<file path="src/rtl/lenet_pkg.sv">
// Shared constants and FSM state encoding for the LeNet convolution datapath.
package lenet_pkg;

    localparam int DATA_WIDTH  = 16;
    localparam int FRAC_BITS   = 8;
    localparam int KERNEL_TAPS = 25;

    typedef enum logic [1:0] {
        IDLE  = 2'd0,
        ACCUM = 2'd1,
        DRAIN = 2'd2,
        DONE  = 2'd3
    } state_t;

endpackage

</file>
<file path="src/rtl/saturate_shift.sv">
// Drops the fractional scaling of a wide accumulator and clamps it into the
// signed result range, flagging when the clamp altered the value.
module saturate_shift
    import lenet_pkg::*;
#(
    parameter int Acc_Width = 40,
    parameter int Out_Width = 16,
    parameter int Frac_Bits = FRAC_BITS
) (
    input  logic signed [Acc_Width-1:0] acc_in,
    output logic signed [Out_Width-1:0] data_out,
    output logic                        overflow
);

    localparam logic signed [Acc_Width-1:0] SAT_MAX =
        {{(Acc_Width-Out_Width+1){1'b0}}, {(Out_Width-1){1'b1}}};
    localparam logic signed [Acc_Width-1:0] SAT_MIN =
        {{(Acc_Width-Out_Width+1){1'b1}}, {(Out_Width-1){1'b0}}};

    // Returns {overflow, value}: arithmetic shift then clamp to the output range.
    function automatic logic [Out_Width:0] shift_sat(input logic signed [Acc_Width-1:0] a);
        logic signed [Acc_Width-1:0] s;
        s = a >>> Frac_Bits;
        if (s > SAT_MAX) begin
            return {1'b1, SAT_MAX[Out_Width-1:0]};
        end else if (s < SAT_MIN) begin
            return {1'b1, SAT_MIN[Out_Width-1:0]};
        end else begin
            return {1'b0, s[Out_Width-1:0]};
        end
    endfunction

    assign {overflow, data_out} = shift_sat(acc_in);

endmodule

</file>
<file path="src/rtl/conv_mac_accumulator.sv">
// Two-stage multiply-accumulate for one convolution output: multiply, then
// accumulate Taps products onto a bias, then shift/saturate into Data_out.
module conv_mac_accumulator
    import lenet_pkg::*;
#(
    parameter int Data_Width = DATA_WIDTH,
    parameter int Frac_Bits  = FRAC_BITS,
    parameter int Acc_Width  = 40,
    parameter int Out_Width  = 16,
    parameter int Taps       = KERNEL_TAPS
) (
    input  logic                         clk,
    input  logic                         reset,
    input  logic                         Start,
    input  logic signed [Out_Width-1:0]  Bias_in,
    input  logic signed [Data_Width-1:0] Pixel_in,
    input  logic signed [Data_Width-1:0] Weight_in,
    input  logic                         In_valid,
    output logic                         In_ready,
    output logic                         Busy,
    output logic signed [Out_Width-1:0]  Data_out,
    output logic                         Out_valid,
    output logic                         Overflow
);

    localparam int CNT_W  = $clog2(Taps + 1);
    localparam int PROD_W = 2 * Data_Width;

    state_t                     state_q,     state_d;
    logic [CNT_W-1:0]           cnt_q,       cnt_d;
    logic signed [Acc_Width-1:0] acc_q,      acc_d;
    logic signed [PROD_W-1:0]   prod_p1_q,   prod_p1_d;
    logic                       vld_p1_q,    vld_p1_d;
    logic                       vld_p2_q,    vld_p2_d;
    logic signed [Out_Width-1:0] data_out_q, data_out_d;
    logic                       ovf_q,       ovf_d;
    logic                       out_valid_q, out_valid_d;

    logic                        beat_acc;
    logic signed [Acc_Width-1:0] prod_ext;
    logic signed [Acc_Width-1:0] bias_ext;
    logic signed [Out_Width-1:0] sat_data;
    logic                        sat_ovf;

    assign In_ready  = (state_q == ACCUM) && (cnt_q < CNT_W'(Taps));
    assign Busy      = (state_q != IDLE);
    assign beat_acc  = In_valid && In_ready;
    assign prod_ext  = {{(Acc_Width-PROD_W){prod_p1_q[PROD_W-1]}}, prod_p1_q};
    assign bias_ext  = {{(Acc_Width-Out_Width-Frac_Bits){Bias_in[Out_Width-1]}},
                        Bias_in, {Frac_Bits{1'b0}}};
    assign Data_out  = data_out_q;
    assign Overflow  = ovf_q;
    assign Out_valid = out_valid_q;

    saturate_shift #(
        .Acc_Width (Acc_Width),
        .Out_Width (Out_Width),
        .Frac_Bits (Frac_Bits)
    ) u_sat (
        .acc_in   (acc_q),
        .data_out (sat_data),
        .overflow (sat_ovf)
    );

    // Next-state, pipeline advance and result capture.
    always_comb begin
        state_d     = state_q;
        cnt_d       = cnt_q;
        acc_d       = acc_q;
        // stage 1: full-precision product of the accepted beat
        prod_p1_d   = Pixel_in * Weight_in;
        vld_p1_d    = beat_acc;
        // stage 2: accumulate the stage-1 product
        vld_p2_d    = vld_p1_q;
        data_out_d  = data_out_q;
        ovf_d       = ovf_q;
        out_valid_d = 1'b0;

        if (vld_p1_q) begin
            acc_d = acc_q + prod_ext;
        end

        case (state_q)
            IDLE: begin
                if (Start) begin
                    state_d = ACCUM;
                    acc_d   = bias_ext;
                    cnt_d   = '0;
                end
            end
            ACCUM: begin
                if (beat_acc) begin
                    cnt_d = cnt_q + CNT_W'(1);
                    if (cnt_q == CNT_W'(Taps - 1)) begin
                        state_d = DRAIN;
                    end
                end
            end
            DRAIN: begin
                if (!vld_p1_q && !vld_p2_q) begin
                    state_d     = DONE;
                    data_out_d  = sat_data;
                    ovf_d       = sat_ovf;
                    out_valid_d = 1'b1;
                end
            end
            DONE: begin
                state_d = IDLE;
            end
            default: begin
                state_d = IDLE;
            end
        endcase
    end

    // Control, accumulator and result registers with synchronous reset.
    always_ff @(posedge clk) begin
        if (reset) begin
            state_q     <= IDLE;
            cnt_q       <= '0;
            acc_q       <= '0;
            vld_p1_q    <= 1'b0;
            vld_p2_q    <= 1'b0;
            data_out_q  <= '0;
            ovf_q       <= 1'b0;
            out_valid_q <= 1'b0;
        end else begin
            state_q     <= state_d;
            cnt_q       <= cnt_d;
            acc_q       <= acc_d;
            vld_p1_q    <= vld_p1_d;
            vld_p2_q    <= vld_p2_d;
            data_out_q  <= data_out_d;
            ovf_q       <= ovf_d;
            out_valid_q <= out_valid_d;
        end
    end

    // Product register; qualified by vld_p1_q so it needs no reset.
    always_ff @(posedge clk) begin
        prod_p1_q <= prod_p1_d;
    end

endmodule

</file>
<file path="config.mk">
export PLATFORM = sky130hd
export DESIGN_NAME = conv_mac_accumulator
export DESIGN_NICKNAME = d
export VERILOG_FILES = /design/src/rtl/lenet_pkg.sv /design/src/rtl/saturate_shift.sv /design/src/rtl/conv_mac_accumulator.sv
export SDC_FILE = /design/constraint.sdc
export NUM_CORES = 1
export LEC_CHECK = 0
export CAP_MARGIN = 20
export CORE_MARGIN = 2
export CORE_UTILIZATION = 57
export DETAILED_ROUTE_END_ITERATION = 12
export GPL_TIMING_DRIVEN = 0
export MAX_ROUTING_LAYER = met4
export PLACE_DENSITY = 0.79
export SLEW_MARGIN = 20
export SYNTH_ARGS = -nofsm -noshare
export SYNTH_HDL_FRONTEND = slang
export SYNTH_SLANG_ARGS = --single-unit
</file>
<file path="constraint.sdc">
create_clock -name clk -period 6.5 [get_ports clk]
set_input_delay 0.975 -clock clk [delete_from_list [all_inputs] [get_ports clk]]
set_output_delay 0.975 -clock clk [all_outputs]
set_load 0.01 [all_outputs]
</file>
==> results of run 1 <==
[logic make-up (layout without fill, tap and decap cells)]
group                      count (synthesis)  in the layout  synth area share [%]
and+or+nand+nor                          486            486                 15.72
xor gates and xnor gates                  68             68                 3.892
buffers and inverters                    376            499                 9.273
muxes                                     17             17                 1.112
DFF                                       99             99                 12.95
adders and majority gates                389            389                 44.71
AOI/OAI and AO/OA                        288            288                 12.34
[flip-flops by register name, summed over array words and instances, names as in the netlist]
name	flops
Out_valid	1
prod_p1_q	32
state_q	2
vld_p1_q	1
Overflow	1
cnt_q	5
vld_p2_q	1
Data_out	16
acc_q	40
[final timing paths]
check,from,end,slack [ps],depth (start not counted)
worst min register to register,Data_out[3]$_SDFFE_PP0P_,Data_out[3]$_SDFFE_PP0P_,450,2
worst max-delay path,Pixel_in[9],prod_p1_q[31]$_DFF_P_,100,22
worst max register to register,acc_q[0]$_SDFF_PP0_,acc_q[28]$_SDFF_PP0_,3130,11
worst min-delay path,Data_out[3]$_SDFFE_PP0P_,Data_out[3]$_SDFFE_PP0P_,450,2
[layout make-up]
cell class | count | share of cell area, %
Clock buffer | 10 | 1.369
Timing Repair Buffer | 110 | 5.282
Sequential cell | 99 | 11.35
Inverter | 318 | 6.837
Tap cell | 335 | 2.401
Multi-Input combinational cell | 1248 | 69.61
Clock inverter | 6 | 0.3225
Buffer | 55 | 2.824
[cell usage after synthesis, drive strengths merged (15+ instances only)]
master  count  area, um^2
nand4      15       93.84
clkbuf     54       202.7
a21oi      98       490.5
xor2       22       192.7
a211oi     28       215.2
nand2     171       641.9
o21ai      50       250.2
mux2i      17       170.2
nor2       81       304.0
nand3      17       85.08
dfxtp      99        1982
and2      139       869.6
nor3       17       85.08
fa        263        5265
ha        126        1577
inv       317        1190
xnor2      46       402.9
a21o       33       247.7
[worst reg2reg max path: stages (launching register included)]
cell and delay [ps]:
dfxtp_1 320, ha_1 240, fa_1 450, a211oi_1 260, nor2_1 110, a211o_1 380, or3_4 430, a41oi_2 300
o31ai_2 140, o31ai_2 210, xor2_1 250, a311oi_1 120
[metrics by stage]
step	hold WS, ps	TNS [ps]	cell area (um^2)	util (%)
floorplan	456.9	0	15320	-
global placement	439.0	-17930	16450	62.78
detailed placement	444.0	-19950	16450	62.78
CTS	452.1	0	17350	66.19
global route	469.5	-85.74	17460	66.62
finish	450.0	0	17460	66.62
[layer usage]
metal,up-vias,wire [um],GRT usage [%]
met3,144,3152,4.443
met4,0,1901,12.48
met2,529,19420,49.05
met5,-,0,-
met1,6232,15660,38.32
li1,5725,-,-
[repair_timing]
action                                  CTS  global route
setup buffers                            29             7
pin swaps                                 9            47
endpoints found under the setup margin   18            10
gates resized for setup                 247            77
cloned                                    3             0
==> flow_metrics.env, run 1 <==
export IMPL_status="completed"
export IMPL_first_global_vias=13030
export IMPL_final_min_clock_period_ps=6404
export IMPL_synth_nets=2164
export IMPL_antenna_found_initial=1
export IMPL_postSynthCellCount=1723
export IMPL_ys_warn_count=0
export IMPL_cp_start_kind="input pin"
export IMPL_antenna_left=0
export IMPL_slew_headroom_pct=48.46
export IMPL_path_buf_inv=7
export IMPL_tightest_slew_ps=763.1
export IMPL_final_net_count=2282
export IMPL_yosysSeqAreaShare_pct=12.95
export IMPL_cts_hold_fix_buffers=0
export IMPL_drc=0
export IMPL_synth_flop_cell="dfxtp_1"
export IMPL_ys_types=65
export IMPL_finalNonFillerCells=2181
export IMPL_wl_um=40140
export IMPL_vias=12630
export IMPL_synth_edff_count=0
export IMPL_setup_ws_ps=96.34
export IMPL_rows=59
export IMPL_synth_area_mm2=0.01530
export IMPL_multi_input_area_mm2=0.01215
export IMPL_dp_slack_ps=-1731
export IMPL_start_util_pct=58.39
export IMPL_critPathMaxStageDelay_ps=580
export IMPL_synth_avg_cell_area_um2=8.880
export IMPL_drt_iter0_drc=965
export IMPL_nFillCells=2060
export IMPL_fin_crit_sh_pct=98.52
export IMPL_skew_ps=10.94
export IMPL_numCtsBuffers=9
export IMPL_seqCellArea_mm2=0.001982
export IMPL_hold_viol=0
export IMPL_io_pins=72
export IMPL_overflow=0
export IMPL_diodes=0
export IMPL_clock_sinks=99
export IMPL_ys_ff_latch=99
export IMPL_ys_async_sr_fraction_pct=0
export IMPL_slowest_stage="fa_1"
export IMPL_dieArea_mm2=0.02817
export IMPL_path_class="input pin to flop"
export IMPL_cts_tree="done"
export IMPL_path_cells="clkbuf_4, clkbuf_8, buf_4, nand2_1, fa_1, fa_1, fa_1, inv_1, fa_1, fa_1, inv_1, fa_1, inv_1, ha_2, inv_2, o211ai_1, a41oi_4, o31ai_4, a211oi_2, nor3_2, a2111oi_2, xnor2_1"
export IMPL_clock_fmax_ghz=0.1562
export IMPL_cap_violations=0
export IMPL_crit_path_max_fanout=7
export IMPL_grt_pass1_wl_um=65050
export IMPL_h_tree_depth=3
export IMPL_gp_congestion=0.9912
export IMPL_drive_gt1_share_pct=9.317
export IMPL_dr_pass1_iters=6
export IMPL_cp_data_required_time_ps=6750
export IMPL_cts_clk_slew_worst_paths_ps=70
export IMPL_cp_end_kind="flop"
export IMPL_place_hpwl_um=32240
export IMPL_die_h_um=167.8
export IMPL_grt_max_degree=19
export IMPL_die_x_um=167.8
export IMPL_setup_violations=0
export IMPL_maxSlewViolCount=0
export IMPL_place_inst=2129
export IMPL_clockBufferDepth=2
export IMPL_routedWlPerCell_um=18.40
export IMPL_arrival_ps=6650
export IMPL_critPathTopFamily="adder cells"
export IMPL_final_cell_mix="315 x inv_1, 258 x fa_1, 168 x nand2_1"
export IMPL_cpMostUsedCell="fa_1"
export IMPL_syn_to_final_growth_pct=14.11
export IMPL_hp_class="flop to flop"
export IMPL_clkLatencyLatePin_ps=350
export IMPL_cts_root_buf="clkbuf_16"
export IMPL_core_mm2=0.02621
export IMPL_grt_use_total_pct=30.24
export IMPL_final_common_cell="inv_1"
export IMPL_viasPerCell=5.791
export IMPL_port_buffers=71
Power of run 1 is left out: the tool's default activity adds up to more than one toggle a clock period on the data nets, which glitch-free logic cannot reach.
==> inputs of run 2 (changes only) <==
Settings changed: PLACE_DENSITY 0.79 to 0.85.
==> run 2 against run 1 <==
First-iteration DRC count up 40%. Hold slack improved by 0.52 ps. Global-route usage is 0.66 points higher. Clock skew increased by 1.3 ps. Count of clock-buffer cells in the layout shrank 1. Critical path type unchanged. Highest routed layer unchanged.
==> flow_metrics.env, run 2 (synthesized netlist as in run 1, its figures left out) <==
export IMPL_status="completed"
export IMPL_clock_fmax_ghz=0.1553
export IMPL_cp_data_required_time_ps=6700
export IMPL_drc=0
export IMPL_viasPerCell=5.914
export IMPL_grt_use_total_pct=30.90
export IMPL_startpoint="Weight_in[2]"
export IMPL_numCtsBuffers=9
export IMPL_place_hpwl_um=32480
export IMPL_dieArea_mm2=0.02817
export IMPL_cts_tree="done"
export IMPL_critPathMaxStageDelay_ps=590
export IMPL_hp_start="Data_out[8]$_SDFFE_PP0P_"
export IMPL_final_min_clock_period_ps=6439
export IMPL_gp_congestion=0.9682
export IMPL_arrival_ps=6640
export IMPL_dr_pass1_iters=6
export IMPL_finalNonFillerCells=2187
export IMPL_grt_busiest_layer="met2"
export IMPL_clock_sinks=99
export IMPL_syn_to_final_growth_pct=15.42
export IMPL_use_met2_pct=50.99
export IMPL_crit_path_max_fanout=10
export IMPL_first_global_vias=13410
export IMPL_final_common_cell="inv_1"
export IMPL_drt_iter0_drc=1350
export IMPL_dp_slack_ps=-1595
export IMPL_die_x_um=167.8
export IMPL_antenna_found_initial=0
export IMPL_path_class="input pin to flop"
export IMPL_cts_hold_fix_buffers=0
export IMPL_clockBufferDepth=2
export IMPL_io_pins=72
export IMPL_slowest_stage="fa_2"
export IMPL_antenna_left=0
export IMPL_place_inst=2129
export IMPL_port_buffers=71
export IMPL_path_buf_inv=9
export IMPL_cap_violations=0
export IMPL_hold_viol=0
export IMPL_skew_ps=12.21
export IMPL_vias=12940
export IMPL_gr_usage_met1_pct=37.19
export IMPL_grt_max_degree=20
export IMPL_wl_um=42580
export IMPL_slew_headroom_pct=42.93
export IMPL_final_cell_mix="311 x inv_1, 256 x fa_1, 166 x nand2_1"
export IMPL_maxSlewViolCount=0
export IMPL_largest_register_ffs=40
export IMPL_start_util_pct=58.39
export IMPL_grt_pass1_wl_um=66610
export IMPL_grt_use_met3_pct=4.654
export IMPL_cts_root_buf="clkbuf_16"
export IMPL_cts_clk_slew_worst_paths_ps=80
export IMPL_rsz0062_at_grt="yes"
export IMPL_r2r_start="acc_q[0]$_SDFF_PP0_"
export IMPL_routedWlPerCell_um=19.47
export IMPL_setup_violations=0
export IMPL_path_cells="clkbuf_4, clkbuf_8, nand2_2, inv_1, fa_2, buf_4, buf_4, fa_2, buf_4, fa_1, inv_1, fa_1, inv_1, fa_1, fa_1, ha_1, inv_1, and3_1, a2111oi_0, o311ai_2"
export IMPL_hp_class="flop to flop"
export IMPL_tightest_slew_ps=856.0
export IMPL_rows=59
export IMPL_drive_gt1_share_pct=10.26
export IMPL_diodes=0
export IMPL_fin_crit_sh_pct=99.06
export IMPL_top_register="acc_q"
export IMPL_overflow=0
export IMPL_fin_util_pct=67.39
export IMPL_clkLatencyLatePin_ps=360
export IMPL_cp_start_kind="input pin"
export IMPL_critPathTopFamily="adder cells"
export IMPL_setup_ws_ps=61.23
export IMPL_core_mm2=0.02621
export IMPL_die_h_um=167.8
export IMPL_final_net_count=2288
export IMPL_cp_end_kind="flop"
export IMPL_h_tree_depth=3
-- run 2: final timing paths --
kind	end	cells after the start	slack, ps
worst max-delay path	prod_p1_q[30]$_DFF_P_	20	60
worst max register to register	acc_q[28]$_SDFF_PP0_	11	3080
worst min register to register	Data_out[8]$_SDFFE_PP0P_	2	450
worst min-delay path	Data_out[8]$_SDFFE_PP0P_	2	450
-- run 2: per-stage QoR --
step | hold slack (ps) | TNS [ps] | area, um^2
2_1_floorplan | 456.9 | 0 | 15320
3_3_place_gp | 441.3 | -16800 | 16450
3_5_place_dp | 444.4 | -18250 | 16450
4_1_cts | 453.7 | -15.29 | 17310
5_1_grt | 468.4 | -144.7 | 17660
6_report | 450.6 | 0 | 17660
-- run 2: what timing repair did --
action                     in CTS  in global routing
gates resized for setup       235                141
setup endpoints to repair      17                 10
buffers inserted               18                 23
pin swaps                      10                 58
gates cloned                    2                  1
-- run 2: area by class of cell --
cell class	count	area, um^2
multi-input combinational	1248	12230
fill	1909	8546
sequential	99	1982
inverter	318	1196
timing repair buffer	115	989.7
buffer	56	553.0
tap	335	419.2
clock buffer	9	225.2
clock inverter	7	70.07
-- run 2: worst register-to-register path, delay by kind of cell (launching register included) --
family | cells | cell delay, ps
compound gates | 6 | 1640
flops | 1 | 320
xor+xnor | 1 | 120
fa+ha+maj | 2 | 680
simple gates | 2 | 570
-- run 2: metal layers --
metal | routed length, um | vias up | part of all wire, %
li1 | - | 5728 | -
met1 | 15830 | 6392 | 37
met2 | 21120 | 633 | 50
met3 | 3349 | 182 | 7.9
met4 | 2286 | 0 | 5.4
met5 | 0 | - | 0
Power of run 2 is left out for the same reason.
